## src/rtl/pcu_csr_fwd_unit.sv

```systemverilog
// pcu_csr_fwd_unit: machine CSR group with a debug read port, plus the
// operand-forwarding and load-use/redirect hazard logic of the 5-stage RV32I
// pipeline control unit.
module pcu_csr_fwd_unit (
  input  logic        clk,
  input  logic        rst,
  input  logic        csr_we,
  input  logic [31:0] mtevc_din,
  input  logic [31:0] mcause_din,
  input  logic [31:0] mepc_din,
  input  logic [31:0] mtval_din,
  input  logic [31:0] mipd_din,
  input  logic [31:0] bs_din,
  output logic [31:0] mtevc_dout,
  output logic [31:0] mcause_dout,
  output logic [31:0] mepc_dout,
  output logic [31:0] mtval_dout,
  output logic [31:0] mipd_dout,
  output logic [31:0] bs_dout,
  input  logic [11:0] csr_debug_addr,
  output logic [31:0] csr_debug_dout,
  input  logic [31:0] id_is,
  input  logic [31:0] ex_is,
  input  logic [31:0] mem_is,
  input  logic [31:0] wb_is,
  input  logic [2:0]  npc_mux_sel,
  output logic [2:0]  b_sr1_mux_sel_fh,
  output logic [2:0]  b_sr2_mux_sel_fh,
  output logic [2:0]  sr1_mux_sel_fh,
  output logic [2:0]  sr2_mux_sel_fh,
  output logic [2:0]  dm_sr2_mux_sel_fh,
  output logic        pc_en,
  output logic        if_id_en,
  output logic        if_id_clear,
  output logic        id_ex_clear
);

  localparam logic [6:0] OP_R      = 7'b0110011;
  localparam logic [6:0] OP_IALU   = 7'b0010011;
  localparam logic [6:0] OP_LOAD   = 7'b0000011;
  localparam logic [6:0] OP_STORE  = 7'b0100011;
  localparam logic [6:0] OP_BRANCH = 7'b1100011;
  localparam logic [6:0] OP_JAL    = 7'b1101111;
  localparam logic [6:0] OP_JALR   = 7'b1100111;
  localparam logic [6:0] OP_LUI    = 7'b0110111;
  localparam logic [6:0] OP_AUIPC  = 7'b0010111;
  localparam logic [6:0] OP_SYS    = 7'b1110011;

  localparam logic [2:0] SEL_RF  = 3'd0;
  localparam logic [2:0] SEL_MEM = 3'd1;
  localparam logic [2:0] SEL_WB  = 3'd2;

  logic [31:0] mtevc_q, mcause_q, mepc_q, mtval_q, mipd_q, bs_q;
  logic [31:0] mtevc_d, mcause_d, mepc_d, mtval_d, mipd_d, bs_d;

  // Instruction produces a register write to a non-zero rd.
  function automatic logic writes_rd(input logic [31:0] is);
    logic [6:0] op;
    logic       wr;
    op = is[6:0];
    wr = (op == OP_R) || (op == OP_IALU) || (op == OP_LOAD) || (op == OP_JAL) ||
         (op == OP_JALR) || (op == OP_LUI) || (op == OP_AUIPC) ||
         ((op == OP_SYS) && (is[14:12] != 3'd0));
    return wr && (is[11:7] != 5'd0);
  endfunction

  function automatic logic uses_rs1(input logic [31:0] is);
    logic [6:0] op;
    op = is[6:0];
    return (op == OP_R) || (op == OP_IALU) || (op == OP_LOAD) || (op == OP_STORE) ||
           (op == OP_BRANCH) || (op == OP_JALR) ||
           ((op == OP_SYS) && (is[14:12] != 3'd0));
  endfunction

  function automatic logic uses_rs2(input logic [31:0] is);
    logic [6:0] op;
    op = is[6:0];
    return (op == OP_R) || (op == OP_STORE) || (op == OP_BRANCH);
  endfunction

  // Forwarding source for one register; loads in MEM have no data yet, so
  // they are skipped and the WB stage gets a chance to match instead.
  function automatic logic [2:0] fwd_src(input logic [4:0] rs);
    logic [2:0] sel;
    sel = SEL_RF;
    if (rs != 5'd0) begin
      if (writes_rd(mem_is) && (mem_is[11:7] == rs) && (mem_is[6:0] != OP_LOAD))
        sel = SEL_MEM;
      else if (writes_rd(wb_is) && (wb_is[11:7] == rs))
        sel = SEL_WB;
    end
    return sel;
  endfunction

  // Group CSR write: every register takes its din together, else holds.
  always_comb begin
    mtevc_d  = mtevc_q;
    mcause_d = mcause_q;
    mepc_d   = mepc_q;
    mtval_d  = mtval_q;
    mipd_d   = mipd_q;
    bs_d     = bs_q;
    if (csr_we) begin
      mtevc_d  = mtevc_din;
      mcause_d = mcause_din;
      mepc_d   = mepc_din;
      mtval_d  = mtval_din;
      mipd_d   = mipd_din;
      bs_d     = bs_din;
    end
  end

  // CSR storage with asynchronous clear.
  always_ff @(posedge clk or posedge rst) begin
    if (rst) begin
      mtevc_q  <= '0;
      mcause_q <= '0;
      mepc_q   <= '0;
      mtval_q  <= '0;
      mipd_q   <= '0;
      bs_q     <= '0;
    end else begin
      mtevc_q  <= mtevc_d;
      mcause_q <= mcause_d;
      mepc_q   <= mepc_d;
      mtval_q  <= mtval_d;
      mipd_q   <= mipd_d;
      bs_q     <= bs_d;
    end
  end

  assign mtevc_dout  = mtevc_q;
  assign mcause_dout = mcause_q;
  assign mepc_dout   = mepc_q;
  assign mtval_dout  = mtval_q;
  assign mipd_dout   = mipd_q;
  assign bs_dout     = bs_q;

  // Debug read mux; unmapped addresses read as zero.
  always_comb begin
    csr_debug_dout = 32'd0;
    case (csr_debug_addr)
      12'h305: csr_debug_dout = mtevc_q;
      12'h342: csr_debug_dout = mcause_q;
      12'h341: csr_debug_dout = mepc_q;
      12'h343: csr_debug_dout = mtval_q;
      12'h100: csr_debug_dout = mipd_q;
      12'h000: csr_debug_dout = bs_q;
      default: csr_debug_dout = 32'd0;
    endcase
  end

  // Forwarding selects for the instruction currently in EX.
  always_comb begin
    logic [2:0] f1, f2;
    logic [6:0] op;
    f1 = fwd_src(ex_is[19:15]);
    f2 = fwd_src(ex_is[24:20]);
    op = ex_is[6:0];
    b_sr1_mux_sel_fh  = (op == OP_BRANCH) ? f1 : SEL_RF;
    b_sr2_mux_sel_fh  = (op == OP_BRANCH) ? f2 : SEL_RF;
    sr1_mux_sel_fh    = uses_rs1(ex_is)   ? f1 : SEL_RF;
    sr2_mux_sel_fh    = (op == OP_R)      ? f2 : SEL_RF;
    dm_sr2_mux_sel_fh = (op == OP_STORE)  ? f2 : SEL_RF;
  end

  // Hazard control: a taken redirect flushes and wins over a load-use stall.
  always_comb begin
    logic ld_use;
    ld_use = (ex_is[6:0] == OP_LOAD) && (ex_is[11:7] != 5'd0) &&
             ((uses_rs1(id_is) && (id_is[19:15] == ex_is[11:7])) ||
              (uses_rs2(id_is) && (id_is[24:20] == ex_is[11:7])));
    pc_en       = 1'b1;
    if_id_en    = 1'b1;
    if_id_clear = 1'b0;
    id_ex_clear = 1'b0;
    if (npc_mux_sel != 3'd0) begin
      if_id_clear = 1'b1;
      id_ex_clear = 1'b1;
    end else if (ld_use) begin
      pc_en       = 1'b0;
      if_id_en    = 1'b0;
      id_ex_clear = 1'b1;
    end
  end

endmodule

```

## config.mk

```make
export PLATFORM = sky130hd
export DESIGN_NAME = pcu_csr_fwd_unit
export DESIGN_NICKNAME = d
export VERILOG_FILES = /design/src/rtl/pcu_csr_fwd_unit.sv
export SDC_FILE = /design/constraint.sdc
export NUM_CORES = 1
export LEC_CHECK = 0
export CAP_MARGIN = 10
export CORE_AREA = 2 2 228 230
export DETAILED_ROUTE_END_ITERATION = 7
export DIE_AREA = 0 0 230 232
export MAX_ROUTING_LAYER = met4
export SLEW_MARGIN = 15
export SYNTH_ARGS = -nofsm -noshare
export SYNTH_HDL_FRONTEND = slang
export SYNTH_SLANG_ARGS = --single-unit
```

## constraint.sdc

```tcl
create_clock -name clk -period 15.2 [get_ports clk]
set_input_delay 3.04 -clock clk [delete_from_list [all_inputs] [get_ports clk]]
set_output_delay 3.04 -clock clk [all_outputs]
set_load 0.02 [all_outputs]
```

Yosys cells after proc, flatten, opt, wreduce, memory -nomap -nowiden. Index checks and enable logic that the tools add are counted.

Word-level logic and storage cells: 121. Memories: 0. Input port bits: 338. Bits in read-only memories: 0. Output and inout bits: 243. Memory bits (writable): 0. Latch bits: 0. Bits in registers: 192.

Equal/unequal tests: 42. Multiply operators: 0. Bitwise operators: 0. $add $sub $neg: 0. Shift-type cells: 0. Reduce and logical (&&, ||, !) cells: 56. Magnitude comparators: 0. Muxes and demuxes: 17. Div/mod/pow operators: 0.

Operators with widths (count): one-hot mux 32 bit (6 select lines) (1); == test 7 bit (second input constant) (12); == test 7 x 6 -> 1 bit (second input constant) (8); == test 12 x 10 -> 1 bit (second input constant) (4); == test 7 x 5 -> 1 bit (second input constant) (6); == test 5 bit (6); logical OR 1 bit (29); == test 7 x 2 -> 1 bit (second input constant) (4); nonzero test 5 bit (5); logical AND 1 bit (16); two-way mux 3 bit (5); nonzero test 3 bit (5); == test 12 x 9 -> 1 bit (second input constant) (1); zero test 12 bit (1); two-way mux 2 bit (6); != test 7 x 2 -> 1 bit (second input constant) (1); two-way mux 1 bit (5).

Depth between registers and ports, before layout.
Depth in word-level cells: 14. Depth in mapped cells: 7. Gate-level depth less buffers: 4.

Least setup slack after synthesis. OpenSTA, ideal clock, no wires.

Path kind: in2out. Start point: input port mem_is[8]. End point: output port b_sr2_mux_sel_fh[1]. Slack: 7289 ps. Buffers on the path: 0. Stages: 4. Data required time: 12160 ps. Arrival time: 4871 ps. Path through: or4_1 -> o22a_1 -> and3_1 -> a2111oi_1.

Cells in the longest elaborated chain, start to end: 7. Elaborated cells on any way between the ends: 8. Classes of those cells: eq/ne: 1; mux: 3; reduce/logical: 4.

RTL lines: from (decl) (RTL line 24) `input logic [31:0] mem_is,`; nonzero test 5 bit (RTL line 64) `return wr && (is[11:7] != 5'd0);`; logical AND 1 bit (RTL line 64); logical AND 1 bit * (2 in series) (RTL line 87) `if (writes_rd(mem_is) && (mem_is[11:7] == rs) && (mem_is[6:0] != OP_LOAD))`; two-way mux 2 bit * (RTL line 87); two-way mux 2 bit * (RTL line 86) `if (rs != 5'd0) begin`; two-way mux 3 bit * (RTL line 161) `b_sr2_mux_sel_fh = (op == OP_BRANCH) ? f2 : SEL_RF;`; to (decl) (RTL line 28) `output logic [2:0] b_sr2_mux_sel_fh,`.

Mark *: on every way between the ends. The rest lies on a longest branch, timed or not.

Final worst setup path.
Start point: input port csr_debug_addr[8]. End point: output port csr_debug_dout[29].

Cells in the longest elaborated chain, start to end: 2. Elaborated cells on any way between the ends: 7. Classes of those cells: eq/ne: 5; mux: 1; reduce/logical: 1.

RTL lines: from (decl) (RTL line 20) `input logic [11:0] csr_debug_addr,`; == test 12 x 9 -> 1 bit (tied with other cells) (RTL line 142) `case (csr_debug_addr)`; one-hot mux 32 bit (6 select lines) * (RTL line 142); to (decl) (RTL line 21) `output logic [31:0] csr_debug_dout,`.

Marks and branches as above.

==> summary.md <==
| Metric | Value |
|---|---|
| Status | `finished, final reports clean` |
| DRC viols | `0` |
| Final #Nets | `between 1500 and 2000` |
| Synth unique cells | `55` |
| Max-cap violations | `0` |
| Mapped Area | `roughly 0.0096 mm²` |
| WP data arrival | `a little under 7 ns` |
| Fmax | `102 MHz` |
| Core region area | `approximately 0.051 mm²` |
| Post-synth EDFFs | `0` |
| Largest family of logic cells by synthesized area | `multiplexers` |
| Simple-gate share of the synthesized area | `a little under 8%` |
| Compound-Gate Fraction of Synth Area | `roughly 8.6%` |
| Die width | `between 200 and 250 µm` |
| Worst Clk Skew | `0 ns` |
| Register area share after synthesis | `50.2%` |
| TritonCTS Buffers | `17` |
| P per Cell Area | `about 90 mW/mm²` |
| Total GRT Usage | `17.3%` |
| Area growth syn-to-layout | `68.9%` |
| Postcts setup bufs | `0` |
| Pin count of the biggest net entering global routing | `86` |
| Post-Synth Adder-Cell Area | `0%` |
| Violation count after the first detailed-route iteration | `around 220` |
| WL/cell | `roughly 23 µm` |
| CP Class | `input port to primary output` |
| Synthesized area per cell | `approximately 13 µm²` |
| CTS sink cnt | `about 190` |
| Pre-antenna DRT Iters | `6` |
| Starting Density | `between 10% and 20%` |
| Layout cell share with drive strength beyond 1 | `a little over a fifth` |
| Min Tclk post-route | `between 9 and 10 ns` |
| Req. time, crit path | `roughly 12 ns` |
| Part of the cycle the worst path needs | `between 60% and 70%` |
| Crit path capture type | `primary output` |
| Antenna cells | `0` |
| Final setup TNS | `0 ns` |
| H-tree Lvls | `4` |
| Hold slack | `between 0.5 and 0.6 ns` |
| Ys async rst share | `100%` |
| Antenna violations before repair | `0` |
| WL final | `45.2 mm` |
| Leak | `about 6.2 nW` |
| Hold Path Class | `flip-flop to flip-flop` |
| Post-synthesis cell count | `~740` |
| First-pass GRT wire length | `63.5 mm` |
| Max Buffers Root-to-Sink | `2` |
| GPL Wtd Cong | `0.862` |
| Final Cell Area | `between 0.015 and 0.02 mm²` |
| Die area | `approximately 0.053 mm²` |
| Gr ovfl total | `0` |
| Post-CTS sizing | `0` |
| Antenna viol nets, final | `0` |
| Vias | `8452` |
| Die Y | `around 230 µm` |
| Worst-Skew Late Latency | `roughly 0.49 ns` |
| TritonCTS clock tree | `yes` |
| Seq cells post-synth | `around 190` |
| I/O pin total | `roughly 580` |
| # hold bufs at CTS | `0` |
| Final setup vio count | `0` |
| HPWL after DPL | `35.5 mm` |
| Relative max-transition margin | `between 20% and 30%` |
| Synth warn | `0` |
| CTS clk-pin slew, worst paths | `roughly 0.080 ns` |
| CP max FO | `34` |
| RSZ-0062 raised after global routing | `false` |
| Vias in the first global route | `between 9000 and 10000` |
| # fillers | `slightly above 5000` |
| Final-report hold violation count | `0` |
| Mux contribution to synthesized area | `between 20 and 30%` |
| Slew @ Worst Pin | `1.10 ns` |
| Placed cell area | `about 0.016 mm²` |
| Number of port buffers | `between 500 and 600` |
| Largest vdd supply drop | `~0.1 mV` |
| Clk root buf | `clkbuf_16` |
| Post-Synth XOR/XNOR Area | `between 2 and 3%` |
| Worst Setup Start Kind | `input port` |
| Main flop type after synthesis | `dfrtp_1` |
| Rows | `83` |
| Max Slew Vio Count | `0` |
| Via-to-Cell Ratio | `between 4 and 5` |
-- cells in the final DEF, fill, tap and decap left out, drive strengths merged, types with 3 or more instances in the layout --
cell type      Yosys  routed
a2bb2oi           20      20
conb               1       5
dfrtp            192     192
o211ai            21      21
mux2i             46      46
buf               15      15
nand4b             3       3
clkdlybuf4s50      0     519
xnor2              5       5
nor2              11      11
nand3             30      30
and2               8       8
xor2              25      25
a22oi              6       6
o22ai              8       8
nand2b             3       3
mux2             198     198
nand3b             9       9
inv                6      14
nor4               8       8
nor4bb             3       3
o2111ai            3       3
nor3               9       9
nand4bb            4       4
a21oi              7       7
a211o              6       6
nor2b              4       4
a2111oi            5       5
clkbuf            33      18
a221o             11      11
nand4              5       5
nand2              9       9
or4                3       3
clkinv             0       5
-- per-stage QoR --
step	setup slack, ns	cells	total power [mW]	util (%)
final	5.38	1939	1.48	31.8
after global routing	5.26	1939	1.55	31.8
after CTS	5.35	1939	1.51	31.7
after detailed placement	5.37	1907	1.02	30.5
after global placement	5.36	1907	1.02	30.5
after floorplan	6.93	740	0.777	-
-- where the power goes --
part | switching (mW) | internal, mW | leakage [nW]
combinational | 0.177 | 0.216 | 3.70
sequential | 0.0475 | 0.562 | 2.25
clock | 0.243 | 0.237 | 0.298
total | 0.467 | 1.02 | 6.25
-- cell usage after synthesis (4+ instances only) --
cell type / number / area share (%)
mux2_2: 198 / 23
dfrtp_1: 192 / 50
mux2i_1: 46 / 4.8
clkbuf_1: 33 / 1.3
nand3_1: 30 / 1.6
xor2_1: 25 / 2.3
a2bb2oi_1: 20 / 1.8
a221o_1: 11 / 1.2
nor2_1: 11 / 0.43
o211ai_1: 11 / 0.86
o211ai_2: 10 / 1.3
nand3b_1: 9 / 0.71
nor3_1: 9 / 0.47
nand2_1: 8 / 0.31
o22ai_1: 8 / 0.52
a21oi_1: 7 / 0.37
buf_4: 7 / 0.55
a211o_1: 6 / 0.55
a22oi_1: 6 / 0.47
and2_1: 6 / 0.39
buf_2: 6 / 0.31
inv_1: 6 / 0.24
nor4_1: 6 / 0.39
nand4_1: 5 / 0.33
xnor2_1: 5 / 0.46
nand4bb_1: 4 / 0.47
nor2b_1: 4 / 0.26
-- worst max-delay path, cell delays in order --
cell and delay, ns:
buf_2 0.07, buf_4 0.51, nand4bb_1 0.61, nor4_4 0.38, buf_4 0.42, and2_1 0.70, a221o_1 0.27, clkdlybuf4s50_1 0.69
-- state kept, by name, summed over array words and instances (netlist names) --
signal,count
mtevc_dout,32
mcause_dout,32
mipd_dout,32
mtval_dout,32
bs_dout,32
mepc_dout,32
-- routing by layer --
layer	vias up	GRT usage [%]	wire [µm]
li1	3806	-	-
met1	4194	17.4	16800
met2	415	31.7	24000
met3	37	5.40	3490
met4	0	5.50	867
met5	-	-	0
-- path summary, 6_finish.rpt --
path	start	endpoint	slack, ns	depth (start not counted)
setup / recovery	csr_debug_addr[8]	csr_debug_dout[29]	5.38	8
hold / removal	bs_dout[3]	bs_dout[3]	0.53	1
setup reg to reg	mcause_dout[28]	mcause_dout[28]	14.27	1
hold reg to reg	bs_dout[3]	bs_dout[3]	0.53	1
max in group asynchronous	rst	mipd_dout[23]	10.81	3
min in group asynchronous	rst	mipd_dout[2]	3.02	2
-- logic make-up after synthesis --
group,after synthesis
multiplexers,244
flip-flops,192
AND/OR/NAND/NOR,119
AO/OA/AOI/OAI,96
buffers and inverters,54
XOR/XNOR,30
other,1
-- layout make-up --
class                           count  area [µm²]  area share, %
Inverter                            6        30.0          0.186
Multi-Input combinational cell    494        4540           28.1
Clock buffer                       17         425           2.63
Clock inverter                     15         188           1.16
Tap cell                          680         851           5.27
Sequential cell                   192        4800           29.7
Timing Repair Buffer              535        5320           32.9
(Power assumes the default switching activity.)
